==> config.mk <==
export PLATFORM = sky130hd
export DESIGN_NAME = param_sync_fifo_flat
export DESIGN_NICKNAME = d
export VERILOG_FILES = /design/src/rtl/fifo_pkg.sv /design/src/rtl/param_sync_fifo_if.sv /design/src/rtl/fifo_mem.sv /design/src/rtl/param_sync_fifo.sv /design/src/flat_wrapper.sv
export SDC_FILE = /design/constraint.sdc
export NUM_CORES = 1
export LEC_CHECK = 0
export ABC_AREA = 1
export CORE_UTILIZATION = 50
export DETAILED_ROUTE_END_ITERATION = 10
export PLACE_DENSITY = 0.68
export SLEW_MARGIN = 10
export SYNTH_ARGS = -nofsm -noshare
export SYNTH_HDL_FRONTEND = slang
export SYNTH_HIERARCHICAL = 1
export SYNTH_SLANG_ARGS = --single-unit
==> constraint.sdc <==
create_clock -name clk -period 3 [get_ports clk]
set_input_delay 0.6 -clock clk [delete_from_list [all_inputs] [get_ports clk]]
set_output_delay 0.6 -clock clk [all_outputs]
set_load 0.005 [all_outputs]
==> src/rtl/fifo_pkg.sv <==
// Shared constants and elaboration-time helpers for the single-clock FIFO family.
package fifo_pkg;

    localparam int FIFO_MODE_STD  = 0;
    localparam int FIFO_MODE_FWFT = 1;

    function automatic int fifo_clog2(input int value);
        int result;
        result = 0;
        for (int i = 0; i < 31; i++) begin
            if ((1 << i) < value) begin
                result = i + 1;
            end
        end
        return result;
    endfunction

    function automatic bit fifo_depth_ok(input int depth);
        return (depth >= 4) && ((depth & (depth - 1)) == 0);
    endfunction

    function automatic bit fifo_levels_ok(input int depth, input int ae_level, input int af_level);
        return (ae_level < af_level) && (af_level <= depth);
    endfunction

endpackage

==> src/rtl/param_sync_fifo_if.sv <==
// Handshake, data and status bundle between a FIFO and its producer/consumer.
interface param_sync_fifo_if #(
    parameter int DATA_WIDTH = 8,
    parameter int DEPTH      = 16
);
    import fifo_pkg::*;

    localparam int ADDR_W = fifo_clog2(DEPTH);

    logic                  flush;
    logic                  write_enable;
    logic [DATA_WIDTH-1:0] write_data;
    logic                  read_enable;
    logic [DATA_WIDTH-1:0] read_data;
    logic                  read_valid;
    logic                  full;
    logic                  empty;
    logic                  almost_full;
    logic                  almost_empty;
    logic [ADDR_W:0]       fill_count;
    logic                  overflow;
    logic                  underflow;
    logic                  clear_errors;

    modport master (
        output flush, write_enable, write_data, read_enable, clear_errors,
        input  read_data, read_valid, full, empty, almost_full, almost_empty,
               fill_count, overflow, underflow
    );

    modport slave (
        input  flush, write_enable, write_data, read_enable, clear_errors,
        output read_data, read_valid, full, empty, almost_full, almost_empty,
               fill_count, overflow, underflow
    );

endinterface

==> src/rtl/fifo_mem.sv <==
// Register-array storage: one synchronous write port, one asynchronous read port.
module fifo_mem #(
    parameter int DATA_WIDTH = 8,
    parameter int DEPTH      = 16,
    parameter int ADDR_W     = 4
) (
    input  logic                  clk,
    input  logic                  wr_en,
    input  logic [ADDR_W-1:0]     wr_addr,
    input  logic [DATA_WIDTH-1:0] wr_data,
    input  logic [ADDR_W-1:0]     rd_addr,
    output logic [DATA_WIDTH-1:0] rd_data
);

    logic [DATA_WIDTH-1:0] mem_reg [DEPTH];

    always_ff @(posedge clk) begin
        if (wr_en) begin
            mem_reg[wr_addr] <= wr_data;
        end
    end

    assign rd_data = mem_reg[rd_addr];

endmodule

==> src/rtl/param_sync_fifo.sv <==
// Single-clock parametrised FIFO with standard or first-word-fall-through read,
// threshold flags, fill count, sticky error flags and synchronous flush.
module param_sync_fifo
    import fifo_pkg::*;
#(
    parameter int DATA_WIDTH = 8,
    parameter int DEPTH      = 16,
    parameter int FWFT       = FIFO_MODE_STD,
    parameter int AF_LEVEL   = DEPTH - 2,
    parameter int AE_LEVEL   = 2
) (
    input logic               clk,
    input logic               rst,
    param_sync_fifo_if.slave  bus
);

    localparam int ADDR_W = fifo_clog2(DEPTH);
    localparam logic [ADDR_W:0] PTR_ONE   = (ADDR_W + 1)'(1);
    localparam logic [ADDR_W:0] AF_THRESH = (ADDR_W + 1)'(AF_LEVEL);
    localparam logic [ADDR_W:0] AE_THRESH = (ADDR_W + 1)'(AE_LEVEL);

    generate
        if (!fifo_depth_ok(DEPTH)) begin : g_bad_depth
            $error("param_sync_fifo: DEPTH must be a power of 2 and at least 4");
        end
        if (!fifo_levels_ok(DEPTH, AE_LEVEL, AF_LEVEL)) begin : g_bad_levels
            $error("param_sync_fifo: require AE_LEVEL < AF_LEVEL <= DEPTH");
        end
    endgenerate

    logic [ADDR_W:0]       wr_ptr_reg, wr_ptr_next;
    logic [ADDR_W:0]       rd_ptr_reg, rd_ptr_next;
    logic [ADDR_W:0]       count_reg, count_next;
    logic                  overflow_reg, overflow_next;
    logic                  underflow_reg, underflow_next;
    logic                  full_int, empty_int;
    logic                  wr_accept, rd_accept;
    logic [DATA_WIDTH-1:0] mem_rd_data;

    // Flags come only from registered pointers, so no enable-to-flag path exists.
    assign empty_int = (wr_ptr_reg == rd_ptr_reg);
    assign full_int  = (wr_ptr_reg[ADDR_W-1:0] == rd_ptr_reg[ADDR_W-1:0]) &&
                       (wr_ptr_reg[ADDR_W] != rd_ptr_reg[ADDR_W]);

    assign wr_accept = bus.write_enable && !full_int  && !bus.flush;
    assign rd_accept = bus.read_enable  && !empty_int && !bus.flush;

    always_comb begin
        wr_ptr_next    = wr_ptr_reg;
        rd_ptr_next    = rd_ptr_reg;
        count_next     = count_reg;
        overflow_next  = overflow_reg  && !bus.clear_errors;
        underflow_next = underflow_reg && !bus.clear_errors;
        if (bus.flush) begin
            wr_ptr_next = '0;
            rd_ptr_next = '0;
            count_next  = '0;
        end else begin
            if (wr_accept) begin
                wr_ptr_next = wr_ptr_reg + PTR_ONE;
            end
            if (rd_accept) begin
                rd_ptr_next = rd_ptr_reg + PTR_ONE;
            end
            if (wr_accept && !rd_accept) begin
                count_next = count_reg + PTR_ONE;
            end else if (rd_accept && !wr_accept) begin
                count_next = count_reg - PTR_ONE;
            end
            // A fresh error outranks a same-cycle clear.
            if (bus.write_enable && full_int) begin
                overflow_next = 1'b1;
            end
            if (bus.read_enable && empty_int) begin
                underflow_next = 1'b1;
            end
        end
    end

    always_ff @(posedge clk or negedge rst) begin
        if (!rst) begin
            wr_ptr_reg    <= '0;
            rd_ptr_reg    <= '0;
            count_reg     <= '0;
            overflow_reg  <= 1'b0;
            underflow_reg <= 1'b0;
        end else begin
            wr_ptr_reg    <= wr_ptr_next;
            rd_ptr_reg    <= rd_ptr_next;
            count_reg     <= count_next;
            overflow_reg  <= overflow_next;
            underflow_reg <= underflow_next;
        end
    end

    fifo_mem #(
        .DATA_WIDTH (DATA_WIDTH),
        .DEPTH      (DEPTH),
        .ADDR_W     (ADDR_W)
    ) u_mem (
        .clk     (clk),
        .wr_en   (wr_accept),
        .wr_addr (wr_ptr_reg[ADDR_W-1:0]),
        .wr_data (bus.write_data),
        .rd_addr (rd_ptr_reg[ADDR_W-1:0]),
        .rd_data (mem_rd_data)
    );

    generate
        if (FWFT == FIFO_MODE_FWFT) begin : g_fwft
            assign bus.read_data  = mem_rd_data;
            assign bus.read_valid = !empty_int;
        end else begin : g_std
            logic [DATA_WIDTH-1:0] read_data_reg, read_data_next;
            logic                  read_valid_reg, read_valid_next;

            always_comb begin
                read_data_next  = read_data_reg;
                read_valid_next = rd_accept;
                if (rd_accept) begin
                    read_data_next = mem_rd_data;
                end
            end

            always_ff @(posedge clk or negedge rst) begin
                if (!rst) begin
                    read_data_reg  <= '0;
                    read_valid_reg <= 1'b0;
                end else begin
                    read_data_reg  <= read_data_next;
                    read_valid_reg <= read_valid_next;
                end
            end

            assign bus.read_data  = read_data_reg;
            assign bus.read_valid = read_valid_reg;
        end
    endgenerate

    assign bus.full         = full_int;
    assign bus.empty        = empty_int;
    assign bus.fill_count   = count_reg;
    assign bus.almost_full  = (count_reg >= AF_THRESH);
    assign bus.almost_empty = (count_reg <= AE_THRESH);
    assign bus.overflow     = overflow_reg;
    assign bus.underflow    = underflow_reg;

endmodule

==> src/flat_wrapper.sv <==
// flat-port wrapper written by rule: the top's interface ports become plain ports
module param_sync_fifo_flat import fifo_pkg::*;
#(
    parameter int DATA_WIDTH = 8,
    parameter int DEPTH      = 16,
    parameter int FWFT       = FIFO_MODE_STD,
    parameter int AF_LEVEL   = DEPTH - 2,
    parameter int AE_LEVEL   = 2
)
  (clk, rst, bus_flush, bus_write_enable, bus_write_data, bus_read_enable, bus_clear_errors, bus_read_data, bus_read_valid, bus_full, bus_empty, bus_almost_full, bus_almost_empty, bus_fill_count, bus_overflow, bus_underflow);
  param_sync_fifo_if #(.DATA_WIDTH(DATA_WIDTH), .DEPTH(DEPTH)) bus_i ();
  input logic clk;
  input logic rst;
  input wire logic [$bits(bus_i.flush)-1:0] bus_flush;
  input wire logic [$bits(bus_i.write_enable)-1:0] bus_write_enable;
  input wire logic [$bits(bus_i.write_data)-1:0] bus_write_data;
  input wire logic [$bits(bus_i.read_enable)-1:0] bus_read_enable;
  input wire logic [$bits(bus_i.clear_errors)-1:0] bus_clear_errors;
  output wire logic [$bits(bus_i.read_data)-1:0] bus_read_data;
  output wire logic [$bits(bus_i.read_valid)-1:0] bus_read_valid;
  output wire logic [$bits(bus_i.full)-1:0] bus_full;
  output wire logic [$bits(bus_i.empty)-1:0] bus_empty;
  output wire logic [$bits(bus_i.almost_full)-1:0] bus_almost_full;
  output wire logic [$bits(bus_i.almost_empty)-1:0] bus_almost_empty;
  output wire logic [$bits(bus_i.fill_count)-1:0] bus_fill_count;
  output wire logic [$bits(bus_i.overflow)-1:0] bus_overflow;
  output wire logic [$bits(bus_i.underflow)-1:0] bus_underflow;
  assign bus_i.flush = bus_flush;
  assign bus_i.write_enable = bus_write_enable;
  assign bus_i.write_data = bus_write_data;
  assign bus_i.read_enable = bus_read_enable;
  assign bus_i.clear_errors = bus_clear_errors;
  assign bus_read_data = bus_i.read_data;
  assign bus_read_valid = bus_i.read_valid;
  assign bus_full = bus_i.full;
  assign bus_empty = bus_i.empty;
  assign bus_almost_full = bus_i.almost_full;
  assign bus_almost_empty = bus_i.almost_empty;
  assign bus_fill_count = bus_i.fill_count;
  assign bus_overflow = bus_i.overflow;
  assign bus_underflow = bus_i.underflow;
  param_sync_fifo #(.DATA_WIDTH(DATA_WIDTH), .DEPTH(DEPTH), .FWFT(FWFT), .AF_LEVEL(AF_LEVEL), .AE_LEVEL(AE_LEVEL)) u_core (.clk(clk), .rst(rst), .bus(bus_i));
endmodule
==> impl_metrics.py <==
metrics = {
    "clock_network": {
        "htreeDepth": 4,
        "cts_hold_buf": 0,
        "path_clk_slew_ps": 60,
        "cts_tree": "done",
        "clock_path_buffers": 2,
        "cts_buffers": 17,
        "cts_sinks": 154,
        "postCtsSetupBuffers": 0,
        "ctsResizeCount": 0,
        "clk_latency_ps": 420,
        "root_buffer": "clkbuf_16",
    },
    "logic_synthesis": {
        "syn_nets": 743,
        "synthTopCellsByArea": "edfxtp_1 54%, nand2_1 13%, dfrtp_1 9.2%",
        "ys_ff_latch": 154,
        "yosysWarningCount": 6,
        "ys_seq_area_share_pct": 63.3,
        "synthCells": 722,
        "netlist_area_um2": 7100,
        "synth.top_cell.area_share_pct": 54.2,
        "synth_top_area_cell": "edfxtp_1",
        "synth.distinct_cells": 32,
        "syn_avg_cell_area_um2": 9.83,
    },
    "power_and_ir_drop": {
        "vdd_drop_max_mv": 0.541,
        "p_leak_nw": 3.60,
        "power_per_cell_area_nw_per_um2": 675,
    },
    "grt": {
        "antenna_found_initial": 0,
        "overflow": 0,
        "grt_pass1_wl_mm": 24.3,
        "grt.total_usage_pct": 22.5,
        "grt_max_degree": 67,
        "grt_pass1_vias": 4634,
    },
    "die": {
        "core_um2": 13900,
        "dieArea_um2": 14700,
        "die_w_um": 121,
        "start_util_pct": 51.1,
        "ioPinCount": 34,
        "row_count": 43,
        "fp.dieH_um": 121,
    },
    "timing": {
        "setup_viol": 0,
        "slew_violations": 0,
        "fin_crit_sh_pct": 86.9,
        "maxSlewHeadroom_pct": 51.6,
        "fin_crit_ps": 2610,
        "worst-slew-pin-transition_ps": 726,
        "fmax_mhz": 383,
        "hold_viol": 0,
        "hold_ws_ps": 486,
        "layout_setup_ws_ps": 392,
        "skew_ps": 5.48,
        "timing.setup.tns_ps": 0,
        "rsz0062_at_grt": "false",
    },
    "setup_path": {
        "path_common_cell": "nand2_1",
        "worstPathMaxFanout": 8,
        "max_stage_delay_ps": 530,
        "startpoint_type": "register",
        "crit_type": "register to output port",
        "critical_path.top_delay_family": "buffers and inverters",
        "crit_chain": "inv_2 > nand2_1 > nand2_1 > nor2_4 > nand3_4 > inv_1 > clkdlybuf4s50_1",
        "cp-end-kind": "output port",
        "crit_arrival_ps": 2010,
        "worstPathRequired_ps": 2400,
        "slowest_stage": "dfrtp_1",
        "crit_buf_inv": 3,
    },
    "place": {
        "dpl_worst_slack_ps": 322,
        "numPortBuffers": 33,
        "placed_cell_area_um2": 7660,
        "dp_hpwl_mm": 9.52,
        "gp_congestion": 0.815,
    },
    "route": {
        "routedWlPerCell_um": 15.7,
        "dr.pass1.iters": 5,
        "initialDrtViolationCount": 491,
        "avgViaCountPerCell": 5.10,
        "vias": 4913,
        "finalWirelength_mm": 15.1,
        "drcViolationCount": 0,
        "ant_nets": 0,
    },
    "cells_and_area": {
        "drive_gt1_share_pct": 9.32,
        "final_area_um2": 8210,
        "diodes": 0,
        "area_delta_synth_final_pct": 15.7,
        "largest_reg_flops": 128,
        "layout_common_cells": "238 x nand2_1, 128 x edfxtp_1, 120 x inv_1",
        "layout_commonest_cell": "nand2_1",
        "layout.nets": 792,
    },
    "worst_hold_path": {
        "worstHoldPathType": "register to register",
    },
    "status": {
        "status": "completed",
    },
    "flow_run": {
        "drv_cap": 0,
    },
}
[cell usage after synthesis]
cell	count
nand3_4	2
clkbuf_1	1
nor3_1	4
inv_1	120
a21oi_1	1
inv_4	1
nor2_4	2
nand2_4	5
xor2_1	1
ha_1	6
buf_2	13
edfxtp_1	128
nor2_1	21
a2111oi_0	1
buf_6	7
xnor2_1	2
buf_4	5
or2_2	1
fa_1	1
nand3_1	106
nand2_2	2
nand3_2	2
buf_1	1
nand4_1	5
dfrtp_1	26
inv_2	5
o21ai_1	2
o21ai_0	6
nand2_1	238
nand3b_1	2
xor2_2	1
o22ai_1	4
[layer usage]
layer	GRT usage, %	routed length (um)	up-vias	share of wire (%)
met3	4.51	708	17	4.7
met5	0	0	-	0
li1	-	-	2428	-
met2	35.6	7290	111	48
met4	8.41	238	0	1.6
met1	30.9	6920	2357	46
[area by class of cell]
| type | count | area (um^2) |
|---|---|---|
| Clock buffer | 17 | 425 |
| Timing Repair Buffer | 57 | 523 |
| Sequential cell | 154 | 4500 |
| Fill cell | 1145 | 5670 |
| Inverter | 126 | 475 |
| Multi-Input combinational cell | 415 | 1940 |
| Clock inverter | 14 | 131 |
| Tap cell | 180 | 225 |
[final timing paths]
kind / from / end / slack, ps / depth (start not counted)
worst min-delay path: u_core/bus.read_data[0] / u_core/bus.read_data[0] / 490 / 2
worst max-delay path: u_core/rd_ptr_reg[1] / bus_empty / 390 / 7
worst max register to register: u_core/rd_ptr_reg[1] / u_core/bus.fill_count[4] / 650 / 17
min in group asynchronous: rst / u_core/bus.read_data[0] / 550 / 2
max in group asynchronous: rst / u_core/rd_ptr_reg[0] / 2160 / 2
worst min register to register: u_core/bus.read_data[0] / u_core/bus.read_data[0] / 490 / 2
[power breakdown]
group	total (mW)	switching, mW	internal (mW)
clock	2.02	0.813	1.20
sequential	2.52	0.0917	2.43
combinational	1.01	0.564	0.446
[per-stage QoR]
stage	power, mW	cells	utilization (%)
floorplan	3.15	722	-
global placement	3.54	932	55.2
detailed placement	3.57	932	55.2
CTS	5.58	963	59.2
global route	5.80	963	59.2
finish	5.54	963	59.2
[worst reg2reg max path, cell delays in order (launching register included)]
cell and delay, ps:
dfrtp_1 530, inv_2 60, nand2_1 60, nand2_1 80, nor2_4 180, nand3_4 110
nand2_4 100, inv_4 70, nand2_4 140, ha_1 290, a21oi_1 180, nand3_1 90
nand2_1 110, inv_1 60, nand2_2 60, nand2_1 40, nand2_1 50, nand2_1 40
[cell families (layout without fill, tap and decap cells)]
group / after synthesis / count (layout) / share of synthesized area, %
AND/OR/NAND/NOR: 390 / 390 / 24.3
flip-flops: 154 / 154 / 63.3
buffers and inverters: 153 / 214 / 9.36
AO/OA/AOI/OAI: 14 / 14 / 1.11
adder cells (fa/ha/maj): 7 / 7 / 1.34
XOR/XNOR: 4 / 4 / 0.600
No activity file was read; power rests on OpenSTA's default activity.
